`src/rtl/pong_pkg.sv`:
```
// Shared types and default speed constants for the pong ball controller.
// Holds the FSM state enum plus helper functions for score and speed updates.
package pong_pkg;

  typedef enum logic [1:0] {
    SERVE  = 2'd0,
    PLAY   = 2'd1,
    SCORED = 2'd2
  } state_t;

  localparam logic [63:0] DEF_THRESH_INIT = 64'd500000;
  localparam logic [63:0] DEF_THRESH_MIN  = 64'd100000;
  localparam logic [63:0] DEF_THRESH_STEP = 64'd25000;
  localparam logic [31:0] DEF_SCORE_HOLD  = 32'd50000000;

  // Saturating 4-bit score increment.
  function automatic logic [3:0] sat_inc(input logic [3:0] s);
    return (s == 4'd15) ? s : s + 4'd1;
  endfunction

  // Shorten the mover wait, clamped at floor without wrapping.
  function automatic logic [63:0] speed_up(
    input logic [63:0] thr,
    input logic [63:0] step,
    input logic [63:0] floor
  );
    if (thr < step) return floor;
    if ((thr - step) < floor) return floor;
    return thr - step;
  endfunction

endpackage

```
`src/rtl/paddle_hit.sv`:
```
// Combinational check that ball_y lies within a paddle's vertical span.
// Ports: ball_y, paddle_y (paddle top) in; hit out.
module paddle_hit
  import pong_pkg::*;
#(
  parameter int cwidth   = 7,
  parameter int PADDLE_H = 16
) (
  input  logic [cwidth:0] ball_y,
  input  logic [cwidth:0] paddle_y,
  output logic            hit
);

  localparam int W = cwidth + 2;
  localparam logic [W-1:0] SPAN =
    W'((PADDLE_H > 0) ? PADDLE_H - 1 : 0);

  logic [W-1:0] lo;
  logic [W-1:0] hi;
  logic [W-1:0] y;

  // One extra bit so paddle_y + span never wraps.
  assign lo  = {1'b0, paddle_y};
  assign y   = {1'b0, ball_y};
  assign hi  = lo + SPAN;
  assign hit = (PADDLE_H > 0) && (y >= lo) && (y <= hi);

endmodule

```
`src/rtl/bounce_controller.sv`:
```
// Pong ball controller: serve, wall/paddle bounces, speed-up and scoring.
// Ports: clock, reset, serve, ball/paddle coords in; active, directions, threshold, scores, point out.
module bounce_controller
  import pong_pkg::*;
#(
  parameter int          cwidth      = 7,
  parameter int          X_MAX       = 159,
  parameter int          Y_MAX       = 119,
  parameter int          LEFT_X      = 4,
  parameter int          RIGHT_X     = 155,
  parameter int          PADDLE_H    = 16,
  parameter logic [63:0] THRESH_INIT = DEF_THRESH_INIT,
  parameter logic [63:0] THRESH_MIN  = DEF_THRESH_MIN,
  parameter logic [63:0] THRESH_STEP = DEF_THRESH_STEP,
  parameter logic [31:0] SCORE_HOLD  = DEF_SCORE_HOLD
) (
  input  logic            clock,
  input  logic            reset,
  input  logic            serve,
  input  logic [cwidth:0] ball_x,
  input  logic [cwidth:0] ball_y,
  input  logic [cwidth:0] paddle_l,
  input  logic [cwidth:0] paddle_r,
  output logic            active,
  output logic            direction_x,
  output logic            direction_y,
  output logic [63:0]     threshold,
  output logic [3:0]      score_l,
  output logic [3:0]      score_r,
  output logic            point
);

  localparam int CW = cwidth + 1;
  localparam logic [cwidth:0] XMAX_C  = CW'(X_MAX);
  localparam logic [cwidth:0] YMAX_C  = CW'(Y_MAX);
  localparam logic [cwidth:0] LEFT_C  = CW'(LEFT_X);
  localparam logic [cwidth:0] RIGHT_C = CW'(RIGHT_X);

  state_t      state;
  state_t      state_n;
  logic [31:0] hold;
  logic [31:0] hold_n;
  logic        dir_x_n;
  logic        dir_y_n;
  logic [63:0] thr_n;
  logic [3:0]  sl_n;
  logic [3:0]  sr_n;
  logic        point_n;

  logic in_l;
  logic in_r;
  logic hit_l;
  logic hit_r;
  logic left_scores;
  logic right_scores;
  logic hold_done;

  paddle_hit #(
    .cwidth  (cwidth),
    .PADDLE_H(PADDLE_H)
  ) u_hit_l (
    .ball_y  (ball_y),
    .paddle_y(paddle_l),
    .hit     (in_l)
  );

  paddle_hit #(
    .cwidth  (cwidth),
    .PADDLE_H(PADDLE_H)
  ) u_hit_r (
    .ball_y  (ball_y),
    .paddle_y(paddle_r),
    .hit     (in_r)
  );

  assign hit_l = (ball_x == LEFT_C) && !direction_x && in_l;
  assign hit_r = (ball_x == RIGHT_C) && direction_x && in_r;

  // Ball leaving the left edge is a point for the right player.
  assign right_scores = (ball_x == '0) && !direction_x;
  assign left_scores  = (ball_x == XMAX_C) && direction_x;

  // 33-bit compare so a zero hold still leaves after one cycle.
  assign hold_done =
    (({1'b0, hold} + 33'd1) >= {1'b0, SCORE_HOLD});

  always_ff @(posedge clock) begin
    if (reset) begin
      state       <= SERVE;
      hold        <= '0;
      active      <= 1'b0;
      direction_x <= 1'b1;
      direction_y <= 1'b1;
      threshold   <= THRESH_INIT;
      score_l     <= '0;
      score_r     <= '0;
      point       <= 1'b0;
    end else begin
      state       <= state_n;
      hold        <= hold_n;
      active      <= (state_n == PLAY);
      direction_x <= dir_x_n;
      direction_y <= dir_y_n;
      threshold   <= thr_n;
      score_l     <= sl_n;
      score_r     <= sr_n;
      point       <= point_n;
    end
  end

  always_comb begin
    state_n = state;
    unique case (state)
      SERVE: begin
        if (serve) state_n = PLAY;
      end
      PLAY: begin
        if (left_scores || right_scores)
          state_n = SCORED;
      end
      SCORED: begin
        if (hold_done) state_n = SERVE;
      end
      default: state_n = SERVE;
    endcase
  end

  always_comb begin
    hold_n  = hold;
    dir_x_n = direction_x;
    dir_y_n = direction_y;
    thr_n   = threshold;
    sl_n    = score_l;
    sr_n    = score_r;
    point_n = 1'b0;
    unique case (state)
      SERVE: begin
        hold_n = '0;
        if (serve) thr_n = THRESH_INIT;
      end
      PLAY: begin
        hold_n = '0;
        if ((ball_y == '0) && !direction_y)
          dir_y_n = 1'b1;
        else if ((ball_y == YMAX_C) && direction_y)
          dir_y_n = 1'b0;
        // A miss outranks any paddle hit this cycle.
        if (right_scores) begin
          sr_n    = sat_inc(score_r);
          dir_x_n = 1'b0;
          point_n = 1'b1;
        end else if (left_scores) begin
          sl_n    = sat_inc(score_l);
          dir_x_n = 1'b1;
          point_n = 1'b1;
        end else if (hit_l || hit_r) begin
          dir_x_n = hit_l;
          thr_n   = speed_up(threshold, THRESH_STEP,
                             THRESH_MIN);
        end
      end
      SCORED: begin
        hold_n = hold_done ? '0 : hold + 32'd1;
      end
      default: begin
        hold_n = '0;
      end
    endcase
  end

endmodule

```
`config.mk`:
```
export PLATFORM = sky130hd
export DESIGN_NAME = bounce_controller
export DESIGN_NICKNAME = d
export VERILOG_FILES = /design/src/rtl/pong_pkg.sv /design/src/rtl/paddle_hit.sv /design/src/rtl/bounce_controller.sv
export SDC_FILE = /design/constraint.sdc
export NUM_CORES = 1
export LEC_CHECK = 0
export ABC_AREA = 1
export BUFFER_PORTS_ARGS = -buffer_cell sky130_fd_sc_hd__buf_2
export CORE_ASPECT_RATIO = 1.1
export CORE_UTILIZATION = 60
export CTS_CLUSTER_SIZE = 14
export DETAILED_ROUTE_END_ITERATION = 12
export GPL_TIMING_DRIVEN = 0
export PLACE_DENSITY_LB_ADDON = 0.08
export SLEW_MARGIN = 20
export SYNTH_ARGS = -nofsm -noshare
export SYNTH_HDL_FRONTEND = slang
export SYNTH_SLANG_ARGS = --single-unit
```
`constraint.sdc`:
```
create_clock -name clock -period 3 [get_ports clock]
set_clock_uncertainty 0.05 [all_clocks]
set_input_delay 0.3 -clock clock [delete_from_list [all_inputs] [get_ports clock]]
set_output_delay 0.3 -clock clock [all_outputs]
set_load 0.01 [all_outputs]
```
# After elaboration in Yosys (flattened, before gate mapping)
# Index checks and enable logic that the tools add are counted.
[word_totals]
ff_bits = 110
inputBits = 35
out_inout_bits = 76
wordCells = 99
[op_classes]
addsub = 7
order_cmp = 7
n_eq_ne = 13
n_mux = 31
bitwise = 5
reduce_logical = 27
[op_table]
columns = ["cell", "n"]
rows = [
  ["2-to-1 mux 64 bit", 8],
  ["case mux 64 bit (2 select lines)", 1],
  ["less-than comparator 64 x 15 -> 1 bit (second input constant)", 1],
  ["less-than comparator 64 x 17 -> 1 bit (second input constant)", 1],
  ["subtractor 64 x 15 -> 64 bit (second input constant)", 1],
  ["adder 32 x 1 -> 33 bit (second input constant)", 1],
  [">= comparator 33 x 26 -> 1 bit (second input constant)", 1],
  ["adder 32 x 1 -> 32 bit (second input constant)", 1],
  ["adder 8 x 4 -> 9 bit (second input constant)", 2],
  ["<= comparator 8 x 9 -> 1 bit", 2],
  ["2-to-1 mux 1 bit", 18],
  ["equality test 8 bit (second input constant)", 2],
  [">= comparator 8 bit", 2],
  ["zero test 8 bit", 2],
  ["logical AND 1 bit", 10],
  ["adder 4 x 1 -> 4 bit (second input constant)", 2],
  ["equality test 4 bit (second input constant)", 2],
  ["equality test 8 x 3 -> 1 bit (second input constant)", 1],
  ["equality test 8 x 7 -> 1 bit (second input constant)", 1],
  ["inequality test 2 bit (second input constant)", 4],
  ["2-to-1 mux 2 bit", 3],
  ["case mux 2 bit (3 select lines)", 1],
  ["NOT 1 bit", 5],
  ["AND reduction 5 bit", 1],
  ["other kinds (12)", 17],
]

# Logic depth before layout (Yosys ltp)
[depth]
ltp_word = 20
depth_mapped = 22
depth_no_buf = 21

# Modules after synthesis
# A second synthesis with hierarchy kept.
[unflattened]
hier_cells = 1406
hier_area_um2 = 8609.5
[by_module_without_submodules]
columns = ["module", "n_inst", "cells_per_inst", "area_per_inst_um2", "seq_area_each_um2"]
rows = [
  ["bounce_controller", 1, 1238, 7516.0, 2142.1],
  ["paddle_hit", 2, 84, 546.8, 0.0],
]

# Least setup slack after synthesis
# Ideal clock, no wire load.
[synth_path]
path_kind = "input-to-reg"
start = "input paddle_r[0]"
end = "register threshold[50]"
setup_time_ps = 132
arrival_time_ps = 2433
t_required_ps = 2818
slack_ps = 385
path_stages = 20
path_buffers = 2
cell_sequence = "inv_1 ha_1 nand3_2 nand2_1 nor2_1 xor2_1 ha_1 a21o_1 nand3_1 nand2_1 nor2_1 nand2_1 nand2_1 nand3_1 nand3_1 nand2_2 buf_6 buf_2 nand2_1 a21oi_1"
[synth_between]
elab_chain_len = 7
elab_cells_between_ends = 8
classes_between = "1 x add/sub; 2 x order compare; 1 x eq/ne; 4 x reduce/logical"
[synth_rtl]
columns = ["element", "line", "text"]
rows = [
  ["start, declared", "bounce_controller.sv:23", "input logic [cwidth:0] paddle_r,"],
  ["adder 8 x 4 -> 9 bit", "paddle_hit.sv:25", "assign hi = lo + SPAN;"],
  ["<= comparator 8 x 9 -> 1 bit", "paddle_hit.sv:26", "assign hit = (PADDLE_H > 0) && (y >= lo) && (y <= hi);"],
  ["logical AND 1 bit *", "paddle_hit.sv:26", ""],
  ["logical AND 1 bit *", "bounce_controller.sv:77", "assign hit_r = (ball_x == RIGHT_C) && direction_x && in_r;"],
  ["logical OR 1 bit *", "bounce_controller.sv:156", "end else if (hit_l || hit_r) begin"],
  ["inequality test 2 bit (no line) *", "--", ""],
  ["AND reduction 5 bit (no line) *", "--", ""],
  ["end signal, assigned", "bounce_controller.sv:104", "threshold <= thr_n;"],
  ["end, declared", "bounce_controller.sv:27", "output logic [63:0] threshold,"],
]
# Every way passes the cells marked *; elsewhere a longest branch is shown, timed or not.
# A chain may end at the register's enable or synchronous reset.

# Worst setup path in the final report
[layout_path]
start = "input paddle_l[1]"
end = "register threshold[54]"
[layout_between]
elab_chain_len = 7
elab_cells_between_ends = 8
classes_between = "1 x add/sub; 2 x order compare; 1 x eq/ne; 4 x reduce/logical"
[layout_rtl]
columns = ["element", "line", "text"]
rows = [
  ["start, declared", "bounce_controller.sv:22", "input logic [cwidth:0] paddle_l,"],
  ["adder 8 x 4 -> 9 bit", "paddle_hit.sv:25", ""],
  ["<= comparator 8 x 9 -> 1 bit", "paddle_hit.sv:26", ""],
  ["logical AND 1 bit *", "paddle_hit.sv:26", ""],
  ["logical AND 1 bit *", "bounce_controller.sv:76", "assign hit_l = (ball_x == LEFT_C) && !direction_x && in_l;"],
  ["logical OR 1 bit *", "bounce_controller.sv:156", ""],
  ["inequality test 2 bit (no line) *", "--", ""],
  ["AND reduction 5 bit (no line) *", "--", ""],
]
# Marks and branches as above.

==> flow_summary.toml <==
[floorplan]
initial_core_util = 0.6124
row_count = 46
die_w_um = 117.3
core_sq_mm = 0.01433
die_h_um = 128.9
dieArea_sq_mm = 0.01512
io_pins = 111

[pwr]
vdd_ir_drop_max_v = 0.0002373
p_int_mw = 2.237
p_sw_frac = 0.3058
clkPwrFrac = 0.371
power_density_mw_per_mm2 = 325.7
pwr-share-seq = 0.457
p_leak_nw = 4.990
p_comb_frac = 0.172
power.switching_uw = 985.5

[critical_path]
slowest_delay_ns = 0.30
worstPathRequired_ns = 3.24
critPathLaunchType = "primary input"
critPathSlowestCell = "ha_1"
path_delay_family = "simple AND/OR/NAND/NOR gates"
crit_top_cell = "nand2_1"
crit_start = "paddle_l[1]"
r2r_slack_ns = 0.17
r2r_cells = 20
critPathArrivalTime_ns = 3.08
path_max_fanout = 10
crit_buf_inv = 3
reg2reg_to = "threshold[5]$_SDFFE_PP1P_"
crit_type = "primary input to register"
end_kind = "register"
worstReg2RegStart = "threshold[3]$_SDFFE_PP0P_"
worstPathCellList = "buf_2 -> inv_1 -> ha_1 -> nand2_1 -> nor2_2 -> nor2_2 -> xor2_1 -> ha_1 -> nand2_1 -> nor4_1 -> nand2_1 -> nand2_1 -> nand3_1 -> nand3_1 -> nand2_4 -> nor2_8 -> buf_6 -> nand2_1 -> a21oi_1"

[synth]
yosysSeqAreaShare = 0.2440
synth_ff_type = "dfxtp_1"
synth_seq_cells = 107
yosys.area.top_type = "dfxtp_1"
ys_top_cells_by_area = "dfxtp_1 24%, nand2_1 19%, nor2_1 11%"
synth_top_area_share = 0.2440
syn_area_sq_mm = 0.008777
synthCells = 1464
synth.yosys.warnings = 0
synth_edf_count = 0
synth_cell_type_count = 53
synth-async-reset-ratio = 0
synth_area_per_cell_sq_um = 5.995

[run]
drv_cap = 0

[clocking]
cts_buffers = 9
clkSlewWorstSetupHoldPaths_ns = 0.07
clock_sinks = 107
cts_buffer_depth = 2
tritoncts = "yes"
h-tree-depth = 3
cts_root_buffer = "clkbuf_16"
clk_latency_ns = 0.37

[grt]
first_global_vias = 8507
antenna_found_initial = 0
grt_max_degree = 20
grt_overflow = 0
grt_usage = 0.3506
grt_pass1_wl_um = 41860

[sta]
setup_ws_ns = 0.1580
fin_setup_tns_ns = 0
setup_viol = 0
slew_viol_final = 0
maxSlewHeadroom = 0.5620
final_hold_viol_count = 0
min_period_over_period = 0.9473
fin_crit_ns = 2.842
hold_ws_ns = 0.2080
fmax_mhz = 351.9
rsz0062_at_grt = "true"
worst_pin_slew_ns = 0.6515

[finish]
num_antenna_cells = 0
final_cell_mix = "440 x nand2_1, 259 x nor2_1, 152 x inv_1, 107 x buf_2, 107 x dfxtp_1"
final_common_cell = "nand2_1"
final_cells = 1786
drive_above_1_share = 0.1474
area_growth_pct = 12.73
final_nets = 1663
n_fill_cell = 1376
fin_util = 0.6904

[placement]
io_buffers = 106
dp_hpwl_um = 21550
place_inst = 1770
place.gp.congestion = 1.003
pre_cts_ws_ns = -0.1847

[detailed_routing]
num_vias = 9679
wl_per_cell_um = 14.83
via_per_inst = 5.419
firstDrtPassIters = 6
route.detailed.drc = 0
ant_nets = 0
drt-initial-drc-count = 902
drt_wl_total_um = 26480

[hold_path]
hp-class = "primary input to register"
min_to = "direction_y$_SDFFE_PP1P_"
min_path_cells = 2
min-delay-start = "ball_y[6]"

[outcome]
status = "finished clean"
==> cell type report <==
type	count	area, sq um	area share
buffer	28	200.2	0.02023
clock buffer	10	239.0	0.02415
clock inverter	6	53.80	0.005438
inverter	172	649.4	0.06563
multi-input combinational	1164	5832	0.5894
sequential	107	2142	0.2165
tap	192	240.2	0.02428
timing repair buffer	107	538.0	0.05438
==> flip-flops by register name (all words and copies together) (netlist names) <==
signal       cells
threshold       61
hold            32
score_l          4
score_r          4
state            2
active           1
direction_x      1
direction_y      1
point            1
==> how the worst max path moves through the flow <==
| stage | cells after the start | endpoint | slack [ns] |
|---|---|---|---|
| final | 19 | threshold[54]$_SDFFE_PP0P_ | 0.16 |
| after global routing | 19 | threshold[51]$_SDFFE_PP0P_ | -0.10 |
| after CTS | 21 | threshold[54]$_SDFFE_PP0P_ | 0.16 |
| after detailed placement | 19 | threshold[51]$_SDFFE_PP0P_ | -0.18 |
| after global placement | 16 | threshold[51]$_SDFFE_PP0P_ | -0.16 |
| after floorplan | 20 | threshold[50]$_SDFFE_PP0P_ | 0.39 |
==> worst reg2reg max path, stage by stage (launching register included) <==
cell and delay (ns):
dfxtp_1 0.40, inv_1 0.06, ha_1 0.22, inv_1 0.06
nand2_1 0.07, nand2_2 0.11, nand2_4 0.09, nand2_4 0.11
nand2_8 0.10, nand2_1 0.19, o21bai_1 0.11, nand2_1 0.13
nand2_1 0.07, nor2_1 0.20, nand3_1 0.14, nor2_2 0.11
nand3_2 0.15, buf_6 0.19, nand3_1 0.07, nand2_1 0.08
nand3_1 0.08
==> stage by stage <==
step,cell area [sq um],power (mW)
final,9894,3.223
after CTS,9871,3.225
after floorplan,8807,1.883
after global placement,9578,2.038
after global routing,9894,3.360
after detailed placement,9578,2.048
==> metal layers <==
metal  wire (um)  vias to the layer above  track usage  part of all wire
met2       12130                      392       0.5848              0.46
met1       11340                     4329       0.4479              0.43
met4         887                        0       0.1459             0.033
li1            -                     4889            -                 -
met3        2116                       69      0.06206             0.080
met5           0                        -            0                 0
==> synthesized netlist by cell type, types with 11 or more instances <==
master,instances
nand2_1,441
nor2_1,259
inv_1,152
dfxtp_1,107
nand3_1,92
a21oi_1,84
xor2_1,40
ha_1,39
nand4_1,28
nand2_2,23
nor3_1,22
nor2_2,18
inv_2,17
nand3b_1,17
o21ai_0,15
clkbuf_1,11
==> power groups by stage <==
| stage | Clock (mW) | Sequential [mW] | Combinational (mW) |
|---|---|---|---|
| floorplan | 0 | 1.50 | 0.379 |
| global placement | 0 | 1.50 | 0.534 |
| detailed placement | 0 | 1.50 | 0.544 |
| CTS | 1.21 | 1.47 | 0.547 |
| global route | 1.26 | 1.48 | 0.624 |
| finish | 1.20 | 1.47 | 0.555 |
==> timing repair <==
item / in CTS / in global routing
resized for setup: 0 / 7
setup endpoints to repair: 0 / 52
hold buffers: 0 / 0
endpoints found under the hold margin: 0 / 0
buffers inserted: 0 / 1
==> cell families (layout without fill, tap and decap cells) <==
logic type	count (synthesis)	count (layout)	synth area share
flip-flops	107	107	0.2440
AO/OA/AOI/OAI	121	121	0.07498
AND/OR/NAND/NOR	945	945	0.4777
other	1	9	0.0004272
buffers and inverters	201	323	0.09736
XOR/XNOR	50	50	0.04989
adder cells (fa/ha/maj)	39	39	0.05560
Note: power is estimated with default switching activity, not from simulation.
